### config.mk
export PLATFORM = sky130hd
export DESIGN_NAME = auth_session_ctrl
export DESIGN_NICKNAME = d
export VERILOG_FILES = /design/src/rtl/auth_session_ctrl_pkg.sv /design/src/rtl/auth_session_ctrl_timer.sv /design/src/rtl/auth_session_ctrl.sv
export SDC_FILE = /design/constraint.sdc
export NUM_CORES = 1
export LEC_CHECK = 0
export BUFFER_PORTS_ARGS = -buffer_cell sky130_fd_sc_hd__clkbuf_2
export CAP_MARGIN = 20
export CELL_PAD_IN_SITES_DETAIL_PLACEMENT = 1
export CELL_PAD_IN_SITES_GLOBAL_PLACEMENT = 1
export CORE_ASPECT_RATIO = 0.9
export CORE_MARGIN = 4
export CORE_UTILIZATION = 50
export CTS_BUF_LIST = sky130_fd_sc_hd__clkbuf_8
export DETAILED_ROUTE_END_ITERATION = 10
export PLACE_DENSITY_LB_ADDON = 0.3
export SLEW_MARGIN = 20
export SYNTH_ARGS = -nofsm -noshare
export SYNTH_HDL_FRONTEND = slang
export SYNTH_SLANG_ARGS = --single-unit
### constraint.sdc
create_clock -name clk -period 4.25 [get_ports clk]
set_clock_uncertainty 0.15 [all_clocks]
set_input_delay 0.2125 -clock clk [delete_from_list [all_inputs] [get_ports clk]]
set_output_delay 0.2125 -clock clk [all_outputs]
set_load 0.01 [all_outputs]
### src/rtl/auth_session_ctrl_pkg.sv
// Shared definitions for the session controller: state encoding and watchdog length.
// Latency: n/a (constants and types only).
// Backpressure: n/a.
package auth_session_ctrl_pkg;

    // Session FSM states, fixed 2-bit encoding.
    typedef enum logic [1:0] {
        S_IDLE   = 2'd0,
        S_ACTIVE = 2'd1,
        S_LOGOUT = 2'd2,
        S_LOCKED = 2'd3
    } state_t;

    // If the authenticator has not dropped LogIn this many cycles after
    // GCLogOut was raised, give up waiting and return to idle.
    localparam int unsigned LOGOUT_WDOG_CYCLES = 16;

endpackage

### src/rtl/auth_session_ctrl_timer.sv
// Shared cycle timer: counts up while enabled, clears on request, flags a terminal value.
// Latency: count updates one cycle after clr/en; at_term is combinational on the count.
// Backpressure: none; the timer always accepts its controls.
//
// Ports:
//   clk, rst  : clock, asynchronous active-high reset
//   clr       : force count to zero (wins over en)
//   en        : increment count this cycle
//   sat       : 1 = hold at all-ones instead of wrapping
//   term      : terminal value to compare against
//   at_term   : count == term
module session_timer #(
    parameter int CNT_W = 16
) (
    input  logic             clk,
    input  logic             rst,
    input  logic             clr,
    input  logic             en,
    input  logic             sat,
    input  logic [CNT_W-1:0] term,
    output logic             at_term
);

    localparam logic [CNT_W-1:0] ONE = CNT_W'(1);

    logic [CNT_W-1:0] count;

    always_ff @(posedge clk or posedge rst) begin
        if (rst) begin
            count <= '0;
        end else if (clr) begin
            count <= '0;
        end else if (en && !(sat && (count == '1))) begin
            count <= count + ONE;
        end
    end

    assign at_term = (count == term);

endmodule

### src/rtl/auth_session_ctrl.sv
// Session scheduler around the authenticator: Enter gating, failed-attempt lockout, idle logout.
// Latency: Game_Enter_out is combinational (zero cycles); all other outputs are registered (1 cycle).
// Backpressure: none; single-cycle strobes in, strobes/levels out, nothing is queued.
//
// Ports:
//   clk, rst        : clock, asynchronous active-high reset
//   Game_Enter_in   : debounced Enter pulse from the board
//   Activity        : any user action reported by the game controller
//   Pass_Fail       : wrong-password pulse from the password controller
//   LogIn           : authenticator login status (level)
//   InternalID      : authenticator user index, valid while LogIn=1
//   Game_Enter_out  : Enter forwarded to the authenticator
//   GCLogOut        : logout request to the authenticator (level)
//   Locked          : lockout active
//   Session_ID      : ID latched at login, 0 with no session
//   Fail_Count      : consecutive failed attempts
module auth_session_ctrl
    import auth_session_ctrl_pkg::*;
#(
    parameter int IDLE_TIMEOUT   = 1000,
    parameter int MAX_FAILS      = 3,
    parameter int LOCKOUT_CYCLES = 500,
    parameter int CNT_W          = 16
) (
    input  logic       clk,
    input  logic       rst,
    input  logic       Game_Enter_in,
    input  logic       Activity,
    input  logic       Pass_Fail,
    input  logic       LogIn,
    input  logic [4:0] InternalID,
    output logic       Game_Enter_out,
    output logic       GCLogOut,
    output logic       Locked,
    output logic [4:0] Session_ID,
    output logic [2:0] Fail_Count
);

    localparam logic [CNT_W-1:0] T_IDLE = CNT_W'(IDLE_TIMEOUT - 1);
    localparam logic [CNT_W-1:0] T_LOCK = CNT_W'(LOCKOUT_CYCLES - 1);
    localparam logic [CNT_W-1:0] T_WDOG = CNT_W'(LOGOUT_WDOG_CYCLES - 1);
    localparam logic [2:0]       MAX_FC = 3'(MAX_FAILS);

    state_t           state;
    logic             user_act;
    logic             tmr_clr;
    logic             tmr_en;
    logic [CNT_W-1:0] tmr_term;
    logic             tmr_at_term;
    logic [2:0]       fail_inc;

    // Enter counts as user activity for the idle timer.
    assign user_act = Activity | Game_Enter_in;

    // Enter is swallowed while locked, while a logout is pending, and in reset.
    assign Game_Enter_out = Game_Enter_in & ~Locked & ~GCLogOut & ~rst;

    // Saturating increment so the count can never pass the lockout threshold.
    assign fail_inc = (Fail_Count >= MAX_FC) ? MAX_FC : Fail_Count + 3'd1;

    // Timer control. The timer is cleared on every state change so each
    // state starts counting from zero; in idle it simply sits at zero.
    always_comb begin
        tmr_clr  = 1'b0;
        tmr_en   = 1'b0;
        tmr_term = T_IDLE;
        case (state)
            S_IDLE: begin
                tmr_clr = 1'b1;
            end
            S_ACTIVE: begin
                tmr_term = T_IDLE;
                tmr_en   = 1'b1;
                tmr_clr  = !LogIn || user_act || tmr_at_term;
            end
            S_LOGOUT: begin
                tmr_term = T_WDOG;
                tmr_en   = 1'b1;
                tmr_clr  = !LogIn || tmr_at_term;
            end
            S_LOCKED: begin
                tmr_term = T_LOCK;
                tmr_en   = 1'b1;
                tmr_clr  = LogIn || tmr_at_term;
            end
            default: begin
                tmr_clr = 1'b1;
            end
        endcase
    end

    session_timer #(
        .CNT_W (CNT_W)
    ) u_timer (
        .clk     (clk),
        .rst     (rst),
        .clr     (tmr_clr),
        .en      (tmr_en),
        .sat     (1'b1),
        .term    (tmr_term),
        .at_term (tmr_at_term)
    );

    always_ff @(posedge clk or posedge rst) begin
        if (rst) begin
            state      <= S_IDLE;
            Session_ID <= '0;
            Fail_Count <= '0;
            GCLogOut   <= 1'b0;
            Locked     <= 1'b0;
        end else begin
            case (state)
                S_IDLE: begin
                    // A login beats a simultaneous failure and clears the count.
                    if (LogIn) begin
                        Session_ID <= InternalID;
                        Fail_Count <= '0;
                        state      <= S_ACTIVE;
                    end else if (Pass_Fail) begin
                        Fail_Count <= fail_inc;
                        if (fail_inc == MAX_FC) begin
                            Locked <= 1'b1;
                            state  <= S_LOCKED;
                        end
                    end
                end
                S_ACTIVE: begin
                    // User-initiated logout takes priority over the idle timeout.
                    if (!LogIn) begin
                        Session_ID <= '0;
                        state      <= S_IDLE;
                    end else if (!user_act && tmr_at_term) begin
                        GCLogOut <= 1'b1;
                        state    <= S_LOGOUT;
                    end
                end
                S_LOGOUT: begin
                    // Leave on LogIn drop, or after the watchdog if it never drops.
                    if (!LogIn || tmr_at_term) begin
                        GCLogOut   <= 1'b0;
                        Session_ID <= '0;
                        state      <= S_IDLE;
                    end
                end
                S_LOCKED: begin
                    // A login here means the authenticator ignored the lock;
                    // treat it as a real session so downstream sees the ID.
                    if (LogIn) begin
                        Locked     <= 1'b0;
                        Session_ID <= InternalID;
                        Fail_Count <= '0;
                        state      <= S_ACTIVE;
                    end else if (tmr_at_term) begin
                        Locked     <= 1'b0;
                        Fail_Count <= '0;
                        state      <= S_IDLE;
                    end
                end
                default: begin
                    state <= S_IDLE;
                end
            endcase
        end
    end

endmodule

==> run metrics, run 1 <==
Register Area=between 700 and 800 µm²; # IOs=22; Routed Antenna Nets=0; Clk network pwr share=roughly 15%; Crit. Startpoint=state[0]; GR Util All Layers=22.5%; fin. max-slew vios=0; DP HPWL=3.69 mm; setup slack, reg-to-reg=1.67 ns; Sequential Power Share=34.6%; Sw Share=43.6%; status=complete, no violations; Max Cap Violations=0; prevailing post-synth register cell=dfrtp_1; GP Congestion=0.849; reg2reg end=u_timer.count[9]; drt initial violations=53; Avg Inst Size Synth=9.10 µm²; Worst setup endpoint=u_timer.count[9]; die area=4980 µm²; Sw Pwr=around 0.00047 W; via count=about 1.7k; share of cells above drive strength 1=between 15 and 20%; # fillers=481; Leak=0.879 nW; async set or reset register ratio after synthesis=100%; Worst-path clk slew=0.09 ns; Starting Density=52.0%; CTS tree=built; Synth-to-Final Area Change=9.34%; Syn Inst Count=215; post-CTS setup buffers=0; critical path arrival=2.56 ns; Comb power frac=50.3%; library cells used by synthesis=46; critical path launch point type=flop; grt ovf=0; clk_lat worst skew=0.28 ns; sequential-to-total area share from yosys stat=between 30% and 40%; Hold Slack=0.157 ns; Critical Path Fanout Max=16; drt total wl=between 4 and 5 mm; Vias/cell=6.05; critical path class=reg -> reg; FF+latch count, synth=28; worst vdd ir=0.318 mV; clk sink count=28; std cell rows=21; global-route wire length before repair=8.66 mm; Hold Crit Class=in -> reg; DRC=0; area of the mapped netlist=1960 µm²; setup TNS=0 ns; multi-input logic area=about 1200 µm²; IO Port Bufs=21; EDFF count, synth=0; antenna violations before repair=0; CTS H-tree lvls=1; PnR worst setup slack=1.67 ns; core area=roughly 3800 µm²; post-layout util=56.9%; post-route minimum period=roughly 2.6 ns; worst-margin pin slew=0.960 ns; Design Power=0.00108 W; syn_nets=approximately 240; final hold vios=0; WP data required=4.24 ns; pwr/cell area=505 nW/µm²; RSZ-0062 raised after global routing=false; commonest non-fill, non-tap cells in the layout=dfrtp_1, nor2_1, clkbuf_2, nand3_1, o21ai_0; Die Span X=roughly 74 µm; commonest non-fill, non-tap cell in the layout=dfrtp_1; 1st-pass router iterations=4; vias in the first global route=1765; final critical-path share of the clock period=between 60 and 70%; Critical Path Sink Type=flop; CTS Buffer Depth=2; largest net degree at the start of global routing=29; worst slack at placement=1.68 ns; R2R cell count=7; Inserted Diodes=0; root buffer cell=clkbuf_8; # setup viols final=0; Int Power=0.000609 W; R2R Path Start=state[0]; total CTS buffers=3; f_max=0.388 GHz; relative slew slack=35.9%; warnings from Yosys=0; die height=between 60 and 70 µm; routed len/inst=17.7 µm; fin nets=between 200 and 300
metal layers:
metal,global-route usage (%),up-vias,share of wire [%]
met5,0,-,0
met4,4.98,0,0.88
met3,3.72,7,3.6
met2,37.4,36,49
met1,30.7,832,47
li1,-,800,-
cell type report:
| cell class | count | area share (%) |
|---|---|---|
| sequential | 28 | 32.8 |
| inverter | 10 | 1.76 |
| timing repair buffer | 22 | 5.38 |
| multi-input combinational | 167 | 54.8 |
| clock buffer | 4 | 2.57 |
| tap | 46 | 2.69 |
timing repair:
item / CTS / global route
endpoints found under the hold margin: 0 / 28
gates resized for setup: 0 / 0
hold buffers: 0 / 1
state kept, by name (all words and copies together), names as in the netlist:
| signal | cells |
|---|---|
| Fail_Count | 3 |
| GCLogOut | 1 |
| Locked | 1 |
| Session_ID | 5 |
| state | 2 |
| u_timer.count | 16 |
cells by family (layout without fill, tap and decap cells):
kind of cell    count (synthesis)  count (layout)  synth area share (%)
simple gates                  102             102                  32.1
compound gates                 34              34                  11.0
flops                          28              28                  35.8
buf+inv                        20              36                  4.22
xor+xnor                       16              16                  7.17
fa+ha+maj                       9               9                  5.76
mux                             6               6                  3.97
through the flow:
step	cells	area, µm²
after floorplan	215	1960
after global placement	272	2070
after detailed placement	272	2070
after CTS	276	2130
after global routing	277	2140
final	277	2140
power groups by stage:
stage,Clock [W],Sequential [W],Combinational (W)
after floorplan,0,0.000379,0.000395
after global placement,0,0.000369,0.000507
after detailed placement,0,0.000378,0.000543
after CTS,0.000168,0.000373,0.000547
after global routing,0.000183,0.000383,0.000612
final,0.000163,0.000374,0.000543
synth_stat cells, drive strengths merged, types with 2 or more instances:
master	n	area share, %
dfrtp	28	36
nand2b	6	1.9
a211oi	2	0.77
ha	9	5.8
nand4b	2	0.90
o21ai	12	3.3
buf	4	1.2
a21oi	10	2.6
and4	4	1.9
xnor2	9	4.0
a31oi	2	0.64
nand4	8	2.6
nand3b	3	1.2
inv	10	1.9
or4b	7	3.8
nor4	3	2.0
nor2b	7	2.2
a2111oi	2	0.90
nor3b	5	1.9
nand3	15	4.1
clkbuf	6	1.2
nand2	8	1.5
nor2	25	4.8
xor2	7	3.1
mux2i	5	3.2
nor3	4	1.0
o21a	2	0.83
o211ai	2	0.77
how the worst min path moves through the flow:
stage / startpoint / depth (start not counted) / to
2_1_floorplan: rst / 1 / Fail_Count[0]
3_3_place_gp: Session_ID[2] / 2 / Session_ID[2]
3_5_place_dp: Session_ID[3] / 2 / Session_ID[3]
4_1_cts: rst / 2 / state[0]
5_1_grt: InternalID[1] / 4 / Session_ID[1]
6_report: InternalID[3] / 4 / Session_ID[3]
worst max-delay path, cell delays in order, from the launching register on:
cell and delay [ns]:
dfrtp_1 0.39, inv_1 0.11, ha_1 0.25, xnor2_1 0.15, o41ai_2 0.47, nand3_2 0.19
o21ai_2 0.59, nor3b_1 0.13
(Power assumes the default switching activity.)
==> run 2, diff against run 1 <==
--- a/config.mk
+++ b/config.mk
@@ -11,7 +11,7 @@
 export CELL_PAD_IN_SITES_GLOBAL_PLACEMENT = 1
 export CORE_ASPECT_RATIO = 0.9
 export CORE_MARGIN = 4
-export CORE_UTILIZATION = 50
+export CORE_UTILIZATION = 46
 export CTS_BUF_LIST = sky130_fd_sc_hd__clkbuf_8
 export DETAILED_ROUTE_END_ITERATION = 10
 export PLACE_DENSITY_LB_ADDON = 0.3
==> constraint.sdc (replaced) <==
create_clock -name clk -period 2.65 [get_ports clk]
set_clock_uncertainty 0.15 [all_clocks]
set_input_delay 0.1325 -clock clk [delete_from_list [all_inputs] [get_ports clk]]
set_output_delay 0.1325 -clock clk [all_outputs]
set_load 0.01 [all_outputs]
==> run 2 against run 1 <==
  * First-iteration DRC count grew 60%
  * Count of clock-buffer cells in the layout shrank 1
  * Routed wire length grew 1.9%
  * Die area grew 7.7%
  * Critical endpoint is now u_timer.count[1]
  * Highest routed layer unchanged
==> run metrics, run 2 (same netlist as run 1, synthesis figures left out) <==
Routed Antenna Nets=0; root buffer cell=clkbuf_8; core area=4100 µm²; IO Port Bufs=21; final critical-path share of the clock period=96.2%; commonest non-fill, non-tap cell in the layout=dfrtp_1; post-route minimum period=2.55 ns; status=complete, no violations; CTS tree=built; Hold Path Origin=InternalID[1]; reg2reg end=u_timer.count[1]; f_max=between 0.3 and 0.4 GHz; final hold vios=0; CTS Buffer Depth=2; clk_lat worst skew=0.28 ns; antenna violations before repair=0; pwr/cell area=833 nW/µm²; global-route wire length before repair=8.62 mm; largest net degree at the start of global routing=17; die area=5360 µm²; std cell rows=22; max FFs per register=16; Hold Crit Class=in -> reg; Inserted Diodes=0; 1st-pass router iterations=4; DP HPWL=3.75 mm; leading registers by flop count=u_timer.count: 16 flops, Session_ID: 5 flops, Fail_Count: 3 flops; RSZ-0062 raised after global routing=false; Die Span X=76.7 µm; CTS H-tree lvls=1; # IOs=22; # setup viols final=0; R2R Path Start=state[0]; worst vdd ir=0.340 mV; via count=between 1.5k and 2k; share of cells above drive strength 1=20.1%; grt ovf=0; fin. max-slew vios=0; critical path class=reg -> reg; post-CTS setup buffers=0; Hold Crit Depth=4; Max Cap Violations=0; fin nets=260; Critical Path Fanout Max=10; drt initial violations=85; commonest non-fill, non-tap cells in the layout=dfrtp_1, nor2_1, clkbuf_2, nand3_1, o21ai_0; post-layout util=54.4%; Leak=between 0.9 and 1 nW; Vias/cell=5.86; WP data required=between 2 and 3 ns; total CTS buffers=3; relative slew slack=41.0%; R2R cell count=7; drt total wl=4.99 mm; setup TNS=0 ns; GR Util All Layers=19.7%; Reg with most FFs=u_timer.count; setup slack, reg-to-reg=0.10 ns; routed len/inst=17.4 µm; # fillers=485; DRC=0; GP Congestion=0.812; critical path arrival=2.62 ns; worst-margin pin slew=0.863 ns; Hold Slack=between 0.07 and 0.08 ns; Synth-to-Final Area Change=14.0%; die height=69.9 µm; Starting Density=47.7%; clk sink count=28; Critical Path Sink Type=flop; vias in the first global route=approximately 1.7k; Worst-path clk slew=about 0.10 ns; critical path launch point type=flop; Worst Hold Path EP=Session_ID[1]
## run 2: power by group
part / switching (W) / total [W] / internal (W)
combinational: 0.000546 / 0.000915 / 0.000370
sequential: 0.0000877 / 0.000598 / 0.000510
clock: 0.000141 / 0.000343 / 0.000203
total: 0.000774 / 0.00186 / 0.00108
## run 2: worst max-delay path: stages (launching register included)
cell,delay [ns]
dfrtp_1,0.40
inv_1,0.12
ha_1,0.36
nor2b_1,0.21
a2111oi_0,0.69
o21ai_4,0.20
buf_4,0.24
nor2_1,0.11
## run 2: worst max-delay path by stage
stage / from / to / slack, ns / depth (start not counted)
final: state[0] / u_timer.count[1] / 0.10 / 7
after global routing: state[0] / u_timer.count[15] / 0.002 / 7
after CTS: u_timer.count[0] / u_timer.count[1] / 0.14 / 7
after detailed placement: u_timer.count[0] / u_timer.count[1] / 0.17 / 7
after global placement: u_timer.count[0] / u_timer.count[1] / 0.23 / 7
after floorplan: state[1] / Session_ID[2] / 0.44 / 8
## run 2: per-layer routing
metal	up-vias	global-route usage, %	wire length, µm
li1	817	-	-
met1	831	29.8	2500
met2	29	30.3	2290
met3	5	3.48	180
met4	0	1.81	19
met5	-	0	0
## run 2: through the flow
step                      setup WS [ns]  instances  cell area, µm²  total power, W
after CTS                         0.135        287            2220         0.00185
after global routing            0.00208        287            2230         0.00200
after floorplan                   0.436        215            1960         0.00124
final                             0.101        287            2230         0.00186
after detailed placement          0.169        282            2140         0.00150
after global placement            0.231        282            2140         0.00147
## run 2: repair_timing
action / in CTS / in global routing
hold buffers: 1 / 0
endpoints found under the setup margin: 0 / 11
resized for setup: 0 / 2
hold endpoints to repair: 14 / 0
## run 2: area by class of cell
type | instances | area (µm²) | area share [%]
clock buffers | 3 | 41.3 | 1.85
inverters | 10 | 37.5 | 1.68
well taps | 48 | 60.1 | 2.69
multi-input cells | 167 | 1180 | 53.1
repair buffers | 30 | 175 | 7.86
flip-flops and latches | 28 | 701 | 31.4
clock inverters | 1 | 30.0 | 1.35
